### config.mk
export PLATFORM = sky130hd
export DESIGN_NAME = exec_datapath
export DESIGN_NICKNAME = d
export VERILOG_FILES = /design/src/rtl/exec_datapath.sv
export SDC_FILE = /design/constraint.sdc
export NUM_CORES = 2
export LEC_CHECK = 0
export BUFFER_PORTS_ARGS = -buffer_cell sky130_fd_sc_hd__buf_4
export CORE_ASPECT_RATIO = 2
export CORE_UTILIZATION = 65
export DETAILED_ROUTE_END_ITERATION = 10
export PLACE_DENSITY_LB_ADDON = 0.3
export SKIP_CTS_REPAIR_TIMING = 1
export SLEW_MARGIN = 25
export SYNTH_ARGS = -nofsm -noshare
export SYNTH_HDL_FRONTEND = slang
export SYNTH_SLANG_ARGS = --single-unit
### constraint.sdc
create_clock -name clk -period 3.46 [get_ports clk]
set_clock_uncertainty 0.05 [all_clocks]
set_input_delay 0.173 -clock clk [delete_from_list [all_inputs] [get_ports clk]]
set_output_delay 0.173 -clock clk [all_outputs]
set_load 0.005 [all_outputs]
### src/rtl/exec_datapath.sv
// rtl/exec_datapath.sv - execute-side datapath: decoder, 8-bit ALU and 256x8 data memory
// Registered writeback/branch outcome one cycle after exec_en; memory cleared on reset.
module exec_datapath (
    input  logic       clk,
    input  logic       rst_n,
    input  logic       exec_en,
    input  logic [7:0] instruction,
    input  logic [7:0] pc,
    input  logic [7:0] reg_data_0,
    input  logic [7:0] reg_data_1,
    output logic [1:0] reg_addr_0,
    output logic [1:0] reg_addr_1,
    output logic [1:0] reg_addr_w,
    output logic       reg_w_en,
    output logic [7:0] reg_data_w,
    output logic       jump,
    output logic       overflow,
    output logic       done
);

    localparam logic [3:0] OP_ADD  = 4'h0;
    localparam logic [3:0] OP_SUB  = 4'h1;
    localparam logic [3:0] OP_AND  = 4'h2;
    localparam logic [3:0] OP_OR   = 4'h3;
    localparam logic [3:0] OP_XOR  = 4'h4;
    localparam logic [3:0] OP_NOR  = 4'h5;
    localparam logic [3:0] OP_SLL  = 4'h6;
    localparam logic [3:0] OP_SRL  = 4'h7;
    localparam logic [3:0] OP_SLT  = 4'h8;
    localparam logic [3:0] OP_ADDI = 4'h9;
    localparam logic [3:0] OP_LW   = 4'hA;
    localparam logic [3:0] OP_SW   = 4'hB;
    localparam logic [3:0] OP_BEQ  = 4'hC;
    localparam logic [3:0] OP_BNE  = 4'hD;
    localparam logic [3:0] OP_J    = 4'hE;
    localparam logic [3:0] OP_JAL  = 4'hF;

    logic [3:0] opcode;
    logic [1:0] field_a;
    logic [1:0] field_b;
    logic [7:0] sum;
    logic [7:0] diff;
    logic [7:0] addi_sum;
    logic [7:0] mem_rdata;

    logic [7:0] mem_q [256];

    logic [1:0] reg_addr_w_q, reg_addr_w_d;
    logic       reg_w_en_q, reg_w_en_d;
    logic [7:0] reg_data_w_q, reg_data_w_d;
    logic       jump_q, jump_d;
    logic       overflow_q, overflow_d;
    logic       done_q;

    assign opcode     = instruction[7:4];
    assign field_a    = instruction[3:2];
    assign field_b    = instruction[1:0];
    assign reg_addr_0 = field_a;
    assign reg_addr_1 = field_b;

    assign sum       = reg_data_0 + reg_data_1;
    assign diff      = reg_data_0 - reg_data_1;
    assign addi_sum  = reg_data_0 + {6'b0, field_b};
    assign mem_rdata = mem_q[reg_data_0];

    always_comb begin
        reg_data_w_d = 8'h00;
        reg_w_en_d   = 1'b0;
        reg_addr_w_d = field_a;
        jump_d       = 1'b0;
        overflow_d   = 1'b0;
        case (opcode)
            OP_ADD: begin
                reg_data_w_d = sum;
                reg_w_en_d   = 1'b1;
                overflow_d   = (reg_data_0[7] == reg_data_1[7]) && (sum[7] != reg_data_0[7]);
            end
            OP_SUB: begin
                reg_data_w_d = diff;
                reg_w_en_d   = 1'b1;
                overflow_d   = (reg_data_0[7] != reg_data_1[7]) && (diff[7] != reg_data_0[7]);
            end
            OP_AND: begin
                reg_data_w_d = reg_data_0 & reg_data_1;
                reg_w_en_d   = 1'b1;
            end
            OP_OR: begin
                reg_data_w_d = reg_data_0 | reg_data_1;
                reg_w_en_d   = 1'b1;
            end
            OP_XOR: begin
                reg_data_w_d = reg_data_0 ^ reg_data_1;
                reg_w_en_d   = 1'b1;
            end
            OP_NOR: begin
                reg_data_w_d = ~(reg_data_0 | reg_data_1);
                reg_w_en_d   = 1'b1;
            end
            OP_SLL: begin
                reg_data_w_d = reg_data_0 << reg_data_1[2:0];
                reg_w_en_d   = 1'b1;
            end
            OP_SRL: begin
                reg_data_w_d = reg_data_0 >> reg_data_1[2:0];
                reg_w_en_d   = 1'b1;
            end
            OP_SLT: begin
                reg_data_w_d = {7'b0, $signed(reg_data_0) < $signed(reg_data_1)};
                reg_w_en_d   = 1'b1;
            end
            OP_ADDI: begin
                // Immediate is non-negative, so only a positive operand can overflow.
                reg_data_w_d = addi_sum;
                reg_w_en_d   = 1'b1;
                overflow_d   = !reg_data_0[7] && addi_sum[7];
            end
            OP_LW: begin
                reg_data_w_d = mem_rdata;
                reg_w_en_d   = 1'b1;
                reg_addr_w_d = field_b;
            end
            OP_SW: ;
            OP_BEQ: jump_d = (reg_data_0 == reg_data_1);
            OP_BNE: jump_d = (reg_data_0 != reg_data_1);
            OP_J:   jump_d = 1'b1;
            OP_JAL: begin
                reg_data_w_d = pc + 8'd1;
                reg_w_en_d   = 1'b1;
                reg_addr_w_d = 2'd3;
                jump_d       = 1'b1;
            end
            default: ;
        endcase
    end

    always_ff @(posedge clk or negedge rst_n) begin
        if (!rst_n) begin
            for (int i = 0; i < 256; i++) begin
                mem_q[i] <= 8'h00;
            end
        end else if (exec_en && (opcode == OP_SW)) begin
            mem_q[reg_data_0] <= reg_data_1;
        end
    end

    always_ff @(posedge clk or negedge rst_n) begin
        if (!rst_n) begin
            reg_addr_w_q <= 2'd0;
            reg_w_en_q   <= 1'b0;
            reg_data_w_q <= 8'h00;
            jump_q       <= 1'b0;
            overflow_q   <= 1'b0;
            done_q       <= 1'b0;
        end else begin
            done_q <= exec_en;
            if (exec_en) begin
                reg_addr_w_q <= reg_addr_w_d;
                reg_w_en_q   <= reg_w_en_d;
                reg_data_w_q <= reg_data_w_d;
                jump_q       <= jump_d;
                overflow_q   <= overflow_d;
            end
        end
    end

    assign reg_addr_w = reg_addr_w_q;
    assign reg_w_en   = reg_w_en_q;
    assign reg_data_w = reg_data_w_q;
    assign jump       = jump_q;
    assign overflow   = overflow_q;
    assign done       = done_q;

endmodule

==> Word level (Yosys, flattened, before mapping) <==
Index checks and enable logic that the tools add are counted.
{ "word_totals": {"ff_bits": 2062, "elab_cells": 317} }
{ "classes": {"addsub": 4, "n_lt_le_gt_ge": 3, "n_eq_ne": 21, "n_shift": 2, "n_mux": 11, "bitwise": 5, "n_reduce_logical": 9} }
{ "op_table": {"columns": ["operator", "count"], "rows": [
  ["2048-bit bitwise mux", 1],
  ["8-bit case mux with 12 select lines", 1],
  ["8-bit binary-select mux with 8-bit select", 1],
  ["8-bit demux with 8-bit select", 1],
  ["4-bit == test, second input constant", 8],
  ["8-bit two-way mux", 3],
  ["4-bit by 3-bit == test with 1-bit output, second input constant", 4],
  ["12-bit OR reduction", 1],
  ["9-bit greater-or-equal comparator, second input constant", 1],
  ["9-bit by 1-bit less-than comparator with 1-bit output, second input constant", 1],
  ["8-bit inverter with 9-bit output", 1],
  ["8-bit by 1-bit adder with 8-bit output, second input constant", 1],
  ["8-bit by 2-bit adder with 8-bit output", 1],
  ["8-bit adder", 1],
  ["8-bit AND", 1],
  ["4-bit by 2-bit == test with 1-bit output, second input constant", 2],
  ["8-bit == test", 1],
  ["8-bit less-than comparator", 1],
  ["8-bit != test", 1],
  ["8-bit inverter", 1],
  ["8-bit bitwise OR", 1],
  ["8-bit by 3-bit << shifter with 8-bit output", 1],
  ["8-bit by 3-bit right shift with 8-bit output", 1],
  ["8-bit subtractor", 1],
  ["11 further kinds", 18]
]} }

==> Depth between registers and ports, before layout <==
{ "logic_depth": {"depth_word": 6, "depth_mapped": 16, "depth_no_buf": 11} }

==> Worst setup path before layout <==
OpenSTA, ideal clock, no wires.
{ "synth_path": {"path_type": "input to register", "start": "in reg_data_0[3]", "end": "reg overflow_q, in the netlist overflow", "setup_time_ns": 0.065, "arrival_time_ns": 3.142, "path_slack_ns": 0.203, "stages": 13, "path_buffers": 5, "cell_sequence": "inv_2 > buf_4 > buf_2 > buf_1 > clkbuf_1 > ha_1 > clkbuf_1 > a21o_1 > a2111oi_0 > a211oi_1 > xnor2_1 > o311ai_0 > o21a_1"} }
{ "synth_between": {"elab_chain_cells": 4, "word_cells_on_any_way": 9, "classes_between": "add/sub: 3; eq/ne: 2; mux: 1; reduce/logical: 3"} }
{ "synth_lines": {"columns": ["element", "line", "source"], "rows": [
  ["start, declared", "9", "input logic [7:0] reg_data_0,"],
  ["8-bit subtractor or 8-bit adder (tied branches)", "62, 61", null],
  ["1-bit != test (on tied branches)", "81, 76", null],
  ["1-bit logical AND (on tied branches)", "81, 76", null],
  ["1-bit case mux with 3 select lines (*)", "72", "case (opcode)"],
  ["end signal, assigned", "161", "overflow_q <= overflow_d;"],
  ["end, declared", "52", "logic overflow_q, overflow_d;"]
]} }
Every way passes the cells marked *; elsewhere a longest branch is shown, timed or not.
A chain may end at the register's enable or synchronous reset.

==> Final worst setup path <==
{ "layout_path": {"start": "reg mem_q[1817] in the netlist's numbering", "end": "reg reg_data_w_q[1], in the netlist reg_data_w[1]"} }
{ "layout_between": {"elab_chain_cells": 4} }
{ "layout_lines": {"columns": ["element", "line", "source"], "rows": [
  ["start, declared", "46", "logic [7:0] mem_q [256];"],
  ["start signal, assigned by index", "142", "mem_q[reg_data_0] <= reg_data_1;"],
  ["8-bit binary-select mux with 8-bit select", "64", "assign mem_rdata = mem_q[reg_data_0];"],
  ["8-bit two-way mux (implied by the code) (2 in series)", "64", null],
  ["8-bit case mux with 12 select lines", "72", null],
  ["end signal, assigned", "159", "reg_data_w_q <= reg_data_w_d;"],
  ["end, declared", "50", "logic [7:0] reg_data_w_q, reg_data_w_d;"]
]} }
Every way passes these cells. The select of a mux whose other input is x is not followed.

==> flow_summary.yaml <==
die:
  num_rows: 194
  dieWidth_um: 267
  die_h_um: 532
  core_area_mm2: 0.140
  initial_core_util_pct: 65.5
  die_area_mm2: 0.142
  pin_count: 53
yosys:
  synth-seq-cells: 2062
  yosysTopAreaCell: "dfrtp_1"
  ys_top_cells_by_area: "dfrtp_1, mux4_2, o21ai_0"
  synthDistinctLibCells: 69
  synth.cell_area_mm2: 0.0914
  yosys_warnings: 0
  synthFlopType: "dfrtp_1"
  avgSynthCellArea_um2: 10.8
  yosysTopAreaCellShare_pct: 56.4
  synthCells: 8484
  yosysSeqAreaShare_pct: 56.4
  synth_nets: 8553
  synthArstFlopShare_pct: 100
  synth_edf_count: 0
timing:
  whs_ps: -23.9
  setup_viol: 0
  period_share_pct: 97.5
  drv_slew: 0
  hold_violations: 6
  worstMarginPinSlew_ps: 1180
  rsz0062_at_grt: "no"
  slew_headroom_pct: 21.1
  layout_min_cycle_time_ps: 3370
  fmax_mhz: 296
drt:
  detail-route-antenna-nets: 0
  drt_iter0_markers: 8032
  drt_wl_total_um: 290000
  vias: 69837
  wire_per_inst_um: 28.0
  via_per_inst: 6.75
  firstDrtPassIters: 11
  drc: 2
power:
  p_leak_nw: 44.3
  powerDensity_mw_per_mm2: 479
  irDropWorstVdd_mv: 0.451
  combinationalPowerShare_pct: 6.1
  switching_share_pct: 23.0
  internal_power_mw: 37.3
  clkPwrFrac_pct: 43.8
  switching_power_mw: 11.1
  seqPwrFrac_pct: 50.2
worst_setup_path:
  critical-path-max-stage-delay_ps: 940
  path_class: "reg -> reg"
  arrival_ps: 4010
  cp.required_ps: 4090
  cpMaxStageDelayCell: "a2111oi_1"
  end_kind: "flop"
  timing.rr.start: "mem_q[1817]"
  crit_family: "compound AO/OA/AOI/OAI gates"
  startpoint_type: "flop"
  worstPathMaxFanout: 2
  crit_path_start: "mem_q[1817]"
  crit_buf_inv: 1
  path_cells: "mux4_2, mux2i_1, o22ai_1, a2111oi_1, buf_4, nand4_1, nor2_1, o221ai_1"
cts:
  clk_latency_ps: 860
  cts_buffer_depth: 4
  cts_max_level: 4
  cts_tree: "done"
  path_clk_slew_ps: 70
  cts_buffers: 176
  clock-root-buffer: "clkbuf_16"
  cts.sinks: 2062
outcome:
  violations: "DRC, hold timing"
  status: "finished, violations left"
grt:
  grt_usage_pct: 42.1
  antenna_found_initial: 14
  grt_pass1_vias: 71634
  grt_max_degree: 194
  grt_overflow: 0
  grt_pass1_wl_um: 443000
finish:
  stdcell_area_mm2: 0.101
  area_growth_pct: 10.5
  drive_gt1_share_pct: 15.5
  utilization_pct: 72.4
  nets: 8426
  ff_latch_area_mm2: 0.0516
  filler_cell_count: 9097
  multiInputGateArea_mm2: 0.0369
place:
  io_buffers: 52
  dp.final_hpwl_um: 189000
  placed_cell_area_mm2: 0.0947
  gp_congestion: 1.00
hold_path:
  hold_class: "in -> reg"
  min_from: "reg_data_0[7]"
job:
  drv_cap: 0
## placed cells by master, fill, tap and decap left out, drive strengths merged, types with 14 or more instances in the layout
master	instances
nand2	2443
o21ai	2074
dfrtp	2062
mux4	570
buf	407
clkbuf	244
mux2i	79
nor2	68
nand3	46
o22ai	44
a21oi	36
a22oi	33
ha	31
clkinv	30
inv	29
bufinv	23
nor3	23
a32oi	21
a31oi	15
a211oi	15
nor2b	14
## worst paths after layout
kind                                  to  slack [ps]  cells after the start
setup / recovery           reg_data_w[1]          90                      8
max in group asynchronous    mem_q[1305]        2090                      3
setup reg to reg           reg_data_w[1]          90                      8
hold reg to reg              mem_q[1007]         430                      2
hold / removal             reg_data_w[7]         -20                      5
min in group asynchronous     mem_q[423]         -10                      2
## layout make-up
type / instances / share of cell area, %
flip-flops and latches: 2062 / 51.1
multi-input cells: 5670 / 36.5
clock buffers: 244 / 5.14
repair buffers: 419 / 3.93
well taps: 1862 / 2.31
clock inverters: 58 / 0.895
inverters: 28 / 0.159
diodes: 10 / 0.0248
## per-stage QoR
step / hold slack [ps] / power [mW] / setup TNS [ps] / cells / worst slack, ps
after floorplan: -173 / 26.1 / 0 / 8484 / 203
after global placement: 205 / 27.6 / -1560 / 10028 / -585
after detailed placement: 208 / 27.6 / -1260 / 10028 / -374
after CTS: -646 / 48.4 / 0 / 10330 / 220
after global routing: 38.7 / 49.5 / 0 / 10344 / 133
final: -23.9 / 48.4 / 0 / 10353 / 86.3
## power by group through the flow
stage               clock network (mW)  logic (mW)  registers (mW)
floorplan                            0        1.35            24.7
finish                            21.2        2.94            24.3
global placement                     0        2.81            24.7
detailed placement                   0        2.86            24.8
CTS                               21.2        2.87            24.3
global route                      22.1        3.11            24.3
## cell families after synthesis
kind of cell	Yosys count	share of synthesized area [%]
multiplexers	661	15.1
AO/OA/AOI/OAI	2315	13.3
adder cells (fa/ha/maj)	34	0.490
XOR/XNOR	15	0.144
flip-flops	2062	56.4
buffers and inverters	752	3.41
AND/OR/NAND/NOR	2645	11.2
## flip-flops by register name (all words and copies together), names as in the netlist
name and count:
jump 1, reg_w_en 1, reg_addr_w 2, reg_data_w 8
overflow 1, done 1, mem_q 2048
## Yosys cell counts (all sizes together) (3+ instances only)
| cell type | n |
|---|---|
| ha | 31 |
| nor4bb | 3 |
| o21bai | 6 |
| o2111ai | 4 |
| mux2 | 12 |
| buf | 161 |
| o21ai | 2074 |
| o311ai | 3 |
| nor3 | 23 |
| fa | 3 |
| and2 | 7 |
| o22ai | 44 |
| a32oi | 21 |
| dfrtp | 2062 |
| mux2i | 79 |
| a22o | 6 |
| xnor2 | 9 |
| nor2b | 14 |
| a32o | 3 |
| a221oi | 4 |
| nand3 | 46 |
| a22oi | 33 |
| nand4 | 6 |
| a31oi | 15 |
| a21boi | 3 |
| clkbuf | 563 |
| clkinv | 4 |
| a211oi | 15 |
| and3 | 8 |
| a211o | 3 |
| xor2 | 6 |
| o221ai | 6 |
| nor4 | 10 |
| mux4 | 570 |
| o211ai | 10 |
| nand2 | 2443 |
| a21oi | 36 |
| nor2 | 68 |
| inv | 24 |
| a21o | 7 |
| nand2b | 5 |
| a2111oi | 5 |
## worst min-delay path: stages
cell and delay (ps):
buf_4 210, nand3_1 100, nand3_1 120, nand2_1 90, o211ai_1 100
## per-layer routing
metal / track usage [%] / vias to the layer above / part of all wire (%)
li1: - / 29348 / -
met1: 48.8 / 34978 / 32
met2: 64.7 / 4071 / 47
met3: 10.7 / 1426 / 10
met4: 37.8 / 14 / 11
met5: 0 / - / 0.033
Power figures use the tool's default switching activity.
